`src/rtl/color_percent_calc.sv`:
```
// Scales one raw photodiode count against the clear-channel count:
// color = floor(color_raw*SCALE/clear), one restoring-division bit per clock.
module color_percent_calc #(
    parameter int WIDTH = 16,
    parameter int SCALE = 100
) (
    input  logic             clk,
    input  logic             rst_n,
    input  logic             calc_EN,
    input  logic             calc_reset,
    input  logic [WIDTH-1:0] color_raw,
    input  logic [WIDTH-1:0] clear,
    output logic [7:0]       color,
    output logic             calc_done,
    output logic             div_zero,
    output logic             saturated
);

    localparam int NUM_W = WIDTH + 8;
    localparam int CNT_W = $clog2(NUM_W);

    typedef enum logic [1:0] {IDLE, DIV, DONE} state_t;

    state_t           state, state_next;
    logic [NUM_W-1:0] dividend;
    logic [NUM_W-1:0] quotient;
    logic [WIDTH:0]   remainder;
    logic [WIDTH-1:0] divisor;
    logic [CNT_W-1:0] bit_cnt;

    logic [NUM_W-1:0] product;
    logic [WIDTH:0]   rem_shift;
    logic [WIDTH:0]   rem_next;
    logic             q_bit;
    logic [NUM_W-1:0] quot_next;

    assign product = NUM_W'(color_raw) * NUM_W'(SCALE);

    // One restoring step: bring in the next dividend bit, subtract if it fits.
    always_comb begin
        rem_shift = (remainder << 1) | (WIDTH+1)'(dividend[NUM_W-1]);
        rem_next  = rem_shift;
        q_bit     = 1'b0;
        if (rem_shift >= {1'b0, divisor}) begin
            rem_next = rem_shift - {1'b0, divisor};
            q_bit    = 1'b1;
        end
        quot_next = (quotient << 1) | NUM_W'(q_bit);
    end

    always_ff @(posedge clk or negedge rst_n) begin
        if (!rst_n) state <= IDLE;
        else        state <= state_next;
    end

    // calc_reset outranks everything, including a start request.
    always_comb begin
        state_next = state;
        if (calc_reset) begin
            state_next = IDLE;
        end else begin
            case (state)
                IDLE:    if (calc_EN) state_next = (clear == '0) ? DONE : DIV;
                DIV:     if (bit_cnt == '0) state_next = DONE;
                DONE:    state_next = DONE;
                default: state_next = IDLE;
            endcase
        end
    end

    always_ff @(posedge clk or negedge rst_n) begin
        if (!rst_n) begin
            dividend  <= '0;
            quotient  <= '0;
            remainder <= '0;
            divisor   <= '0;
            bit_cnt   <= '0;
            color     <= '0;
            calc_done <= 1'b0;
            div_zero  <= 1'b0;
            saturated <= 1'b0;
        end else if (calc_reset) begin
            calc_done <= 1'b0;
        end else begin
            case (state)
                IDLE: begin
                    if (calc_EN) begin
                        divisor   <= clear;
                        dividend  <= product;
                        remainder <= '0;
                        quotient  <= '0;
                        bit_cnt   <= CNT_W'(NUM_W - 1);
                        saturated <= 1'b0;
                        div_zero  <= (clear == '0);
                        if (clear == '0) begin
                            color     <= '0;
                            calc_done <= 1'b1;
                        end
                    end
                end
                DIV: begin
                    dividend  <= dividend << 1;
                    remainder <= rem_next;
                    quotient  <= quot_next;
                    bit_cnt   <= bit_cnt - 1'b1;
                    if (bit_cnt == '0) begin
                        calc_done <= 1'b1;
                        if (quot_next > NUM_W'(SCALE)) begin
                            color     <= 8'(SCALE);
                            saturated <= 1'b1;
                        end else begin
                            color     <= quot_next[7:0];
                        end
                    end
                end
                default: ;
            endcase
        end
    end

endmodule
```
`config.mk`:
```
export PLATFORM = sky130hd
export DESIGN_NAME = color_percent_calc
export DESIGN_NICKNAME = d
export VERILOG_FILES = /design/src/rtl/color_percent_calc.sv
export SDC_FILE = /design/constraint.sdc
export NUM_CORES = 1
export LEC_CHECK = 0
export CAP_MARGIN = 5
export CORE_AREA = 2 2 124 126
export CTS_CLUSTER_DIAMETER = 40
export DETAILED_ROUTE_END_ITERATION = 12
export DIE_AREA = 0 0 126 128
export GPL_TIMING_DRIVEN = 0
export PLACE_DENSITY = 0.64
export SYNTH_ARGS = -nofsm -noshare
export SYNTH_HDL_FRONTEND = slang
export SYNTH_SLANG_ARGS = --single-unit
```
`constraint.sdc`:
```
create_clock -name clk -period 3.2 [get_ports clk]
set_input_delay 0.64 -clock clk [delete_from_list [all_inputs] [get_ports clk]]
set_output_delay 0.64 -clock clk [all_outputs]
set_load 0.05 [all_outputs]
```
# After elaboration in Yosys (flattened, before gate mapping)
# Index checks and enable logic that the tools add are counted.
word_totals:
  inputBits: 36
  wordCells: 67
  out_inout_bits: 11
  register_bits: 97
classes:
  magnitude_cmp: 2
  mul: 1
  reduce_logical: 11
  mux: 29
  n_bitwise: 3
  eq_ne: 9
  n_addsub: 2
op_table:
  columns: ["operator", "count"]
  rows:
  - ["$pmux W24 S2", 1]
  - ["$pmux W23 S2", 1]
  - ["$mux W16", 2]
  - ["$mux W8", 4]
  - ["$pmux W16 S2", 1]
  - ["$gt A24 B7 Y1 const B", 1]
  - ["$mux W24", 1]
  - ["$or A24 B1 Y24", 1]
  - ["$mux W23", 1]
  - ["$mul A16 B5 Y21 const B", 1]
  - ["$ge A17 B16 Y1", 1]
  - ["$or A17 B1 Y17", 1]
  - ["$logic_not A16 Y1", 1]
  - ["$pmux W8 S2", 1]
  - ["$sub A16 B16 Y16", 1]
  - ["$pmux W5 S2", 1]
  - ["$reduce_and A5 Y1", 2]
  - ["$ne A3 B3 Y1 const B", 3]
  - ["$mux W1", 8]
  - ["$mux W2", 4]
  - ["$ne A2 B2 Y1 const B", 4]
  - ["$pmux W2 S3", 1]
  - ["$reduce_and A3 Y1", 2]
  - ["$logic_not A5 Y1", 1]
  - ["other kinds (11)", 12]

# Depth between registers and ports, before layout
logic_depth:
  depth_word: 8
  depth_mapped: 13
  mapped_depth_nobuf: 13

# Worst setup path before layout
# Ideal clock, no wire load.
synth_path:
  kind: "in2reg"
  start: "in color_raw[2]"
  end: "reg dividend[18]"
  required_ns: 3.135
  path_stages: 13
  setup_time_ns: 0.065
  arrival_time_ns: 3.494
  n_path_buf: 0
  path_slack_ns: -0.358
  cell_sequence: "ha_1 -> ha_1 -> inv_1 -> fa_1 -> inv_1 -> ha_1 -> a211oi_2 -> o21ai_1 -> a41o_1 -> a31o_2 -> and2_1 -> o31ai_1 -> o21a_1"
synth_via:
  elab_chain_cells: 3
synth_lines:
  columns: ["element", "line", "rtl"]
  rows:
  - ["start, declared", "11", "input logic [WIDTH-1:0] color_raw,"]
  - ["$mul A16 B5 Y21", "37", "assign product = NUM_W'(color_raw) * NUM_W'(SCALE);"]
  - ["$mux W24", "87", "if (calc_EN) begin"]
  - ["$pmux W24 S2", "85", "case (state)"]
  - ["end signal, assigned", "89", "dividend <= product;"]
  - ["end signal, assigned", "102", "dividend <= dividend << 1;"]
  - ["end, declared", "25", "logic [NUM_W-1:0] dividend;"]
# Every way passes these cells. The select of a mux whose other input is x is not followed.
# A chain may end at the register's enable or synchronous reset.

# Worst setup path after layout
layout_path:
  start: "in color_raw[6]"
  end: "reg dividend[22]"
# The elaborated chain is that of the path after synthesis.

==> qor.txt <==
DPL Wire Length: 11.2 mm
Netlist cell types: 62
Clk_lat worst skew: 0.34 ns
Max Transition Viols Final: 0
Wirelength, routed: 15.3 mm
Fill cells: 1315
DR WL/cell: 16.2 µm
CTS tree: done
Vias in the first global route: 5418
GP Congestion: 0.856
Relative slew slack: 47.4%
Setup crit start: color_raw[6]
Row Count: 45
Post-synth EDFFs: 0
Least-Margin Pin Slew: 0.786 ns
Bufs on Longest Clock Path: 2
Register bit total from synthesis: 95
Largest net degree at the start of global routing: 62
RSZ-0062 raised after global routing: true
Yosys warns: 0
Starting DRT DRC Count: 343
Antenna Cells: 0
Sink Count: 95
P_sw: 1.59 mW
CTS Buf Count: 9
Routed vias: 5256
Main flop type after synthesis: dfrtp_1
First-pass GRT wire length: 25.8 mm
Ys async rst share: 100%
R2r setup slk: 0.55 ns
Worst VDD drop: 0.000304 V
Final setup violation count: 1
Final Cycle Share: 102%
F_max: 306 MHz
Area grow syn2layout: 24.4%
Synth area leader: dfrtp_1
Worst Setup Start Kind: input pin
CP Capture Type: flip-flop
Max-Cap Viols: 0
Crit path kind: input pin to flip-flop
CTS Hold Buffers Added: 0
# H-tree levels: 3
Pwr dens: 581 nW/µm²
Synth Net Count: 803
Starting density of the core: 43.7%
Register area share after synthesis: 36.6%
Vias/cell: 5.56
Setup WS post-layout: -0.0636 ns
R2r endpoint: divisor[14]$_DFFE_PN0P_
DRC Markers: 0
Clock-pin slew on the worst setup and hold paths: 0.07 ns
Switching Share: 33.8%
CP max FO: 5
DRT Pass-1 Iters: 5
CP required: 3.44 ns
Worst EP arrival: 3.50 ns
PortBufs: 45
FF-to-FF Start: state[0]$_DFFE_PN0P_
Final #Nets: 874
Gr usage total: 19.5%
Ports: 47
Post-Syn Instances: 681
Grt total ovfl: 0
Max Clock Skew: 0.00455 ns
Combinational Power Share: 39.6%
Pre-CTS setup slack: -0.940 ns
Leakage: 3.76 nW
DIE WIDTH: 126 µm
Status: finished, violations left
Die Ht: 128 µm
Synth top area share: 36.6%
Internal power: 3.11 mW
Min cycle time layout: 3.26 ns
Crit path to: dividend[22]$_DFFE_PN0P_
Initial antenna violation count: 0
Count of final hold-check violations: 0
Post-Syn Area: 6500 µm²
CORE AREA: 14900 µm²
Hold Crit Class: input pin to asynchronous set/reset pin
Reg power frac: 32.8%
Syn_area_per_cell: 9.54 µm²
Setup TNS: -0.0636 ns
Violated checks: negative setup slack
Synth top area cells: dfrtp_1 (37%), ha_1 (14%), inv_1 (4.7%)
Register-to-Register Path Depth: 7
Die area: 16100 µm²
CTS Root Buffer Type: clkbuf_16
Post-route ant nets: 0
Layout cell share with drive strength beyond 1: 17.7%
Clock power share: 27.6%
-- flip-flops by register name (all words and copies together) (netlist names) --
register   flops
state          2
calc_done      1
saturated      1
color          8
divisor       16
dividend      22
bit_cnt        5
quotient      23
div_zero       1
remainder     16
-- area by class of cell --
| type | count | area (µm²) | area share, % |
|---|---|---|---|
| plain buffers | 26 | 123 | 1.52 |
| clock buffers | 12 | 267 | 3.30 |
| clock inverters | 4 | 98.8 | 1.22 |
| inverters | 81 | 304 | 3.76 |
| multi-input cells | 479 | 4100 | 50.7 |
| flip-flops and latches | 95 | 2380 | 29.4 |
| well taps | 188 | 235 | 2.91 |
| repair buffers | 60 | 577 | 7.14 |
-- critical path, stage by stage --
cell     delay, ns
buf_8         0.11
ha_4          0.24
ha_4          0.25
inv_2         0.03
fa_1          0.51
inv_2         0.05
ha_4          0.25
o21a_1        0.16
o21a_1        0.17
a41o_1        0.28
a21oi_2       0.21
o21ai_2       0.09
and4_1        0.17
o41ai_2       0.34
-- through the flow --
step	power [mW]	instance area [µm²]	instances	hold slack (ns)	utilization [%]
floorplan	2.77	6620	681	0.344	-
global placement	3.13	7300	914	0.457	49.1
detailed placement	3.19	7330	915	0.468	49.3
CTS	4.62	7920	937	0.260	53.3
global route	5.01	8080	945	0.278	54.4
finish	4.69	8080	945	0.248	54.4
-- layout by cell type, fill, tap and decap left out, types with 6 or more instances in the layout --
cell type        netlist  layout
nor2_1                30      29
mux2_2                16      16
nor4_1                12      12
nand4_1                8       8
buf_4                  1      17
dfrtp_1               95      95
clkbuf_16              0       9
fa_1                  12      10
nand3_1               10      10
buf_2                  4       6
o21ai_0               50      46
clkdlybuf4s50_1        0      30
a211oi_1               7       6
inv_2                  0      11
o21a_1                10      10
clkbuf_1              15      15
a22o_1                28      28
a21oi_1               41      39
mux2i_1               14      14
inv_1                 81      70
nand2_1               58      58
ha_1                  74      47
ha_4                   0      23
xor2_1                 6       6
a21o_1                15      15
nor3_1                 9       8
xnor2_1               18      17
-- worst min-delay path by stage --
stage / startpoint / end / slack (ns)
after floorplan: rst_n / bit_cnt[0]$_DFFE_PN0P_ / 0.34
after global placement: dividend[12]$_DFFE_PN0P_ / dividend[12]$_DFFE_PN0P_ / 0.46
after detailed placement: dividend[12]$_DFFE_PN0P_ / dividend[12]$_DFFE_PN0P_ / 0.47
after CTS: rst_n / remainder[11]$_DFFE_PN0P_ / 0.26
after global routing: rst_n / divisor[11]$_DFFE_PN0P_ / 0.28
final: rst_n / divisor[11]$_DFFE_PN0P_ / 0.25
-- logic make-up (layout without fill, tap and decap cells) --
logic type | after synthesis | count (layout) | synth area share (%)
compound gates | 190 | 190 | 19.5
fa+ha+maj | 86 | 86 | 17.9
simple gates | 149 | 149 | 11.2
xor+xnor | 24 | 24 | 3.23
mux | 30 | 30 | 4.93
flops | 95 | 95 | 36.6
buf+inv | 107 | 183 | 6.57
-- repair_timing --
action	4_1_cts	5_1_grt
setup buffers	6	8
endpoints found under the setup margin	11	7
gates cloned	0	0
resized for setup	76	30
pin swaps	24	30
-- Yosys cell counts, drive strengths merged, types with 2 or more instances --
cell     count
o41ai        4
nand2       58
fa          12
clkbuf      16
a22oi        3
or2          2
a211oi       8
or3          2
nand3       10
a21oi       41
a2111oi      2
mux2        16
nor4        12
xor2         6
o2111ai      2
and2         4
o31ai        4
o21ai       51
buf         10
mux2i       14
o21bai       3
o211ai       5
a22o        28
or4          2
inv         81
nor2b        3
nor2        30
ha          74
a31oi        2
a21o        16
o21a        10
dfrtp       95
xnor2       18
and3         3
o311a        2
nor3         9
nand4       10
-- routing by layer --
metal  routed length (µm)  vias up  track usage [%]  part of all wire, %
met3                  482       22             3.30                  3.1
met2                 7530       99             33.6                   49
met1                 7000     2578             24.9                   46
met4                  320        0             6.98                  2.1
met5                    0        -                0                    0
li1                     -     2557                -                    -
-- power groups by stage --
stage	Clock, mW	Combinational (mW)	Sequential, mW
floorplan	0	1.24	1.53
global placement	0	1.58	1.55
detailed placement	0	1.63	1.56
CTS	1.31	1.77	1.54
global route	1.36	2.08	1.57
finish	1.29	1.86	1.54
Power figures use the tool's default switching activity.
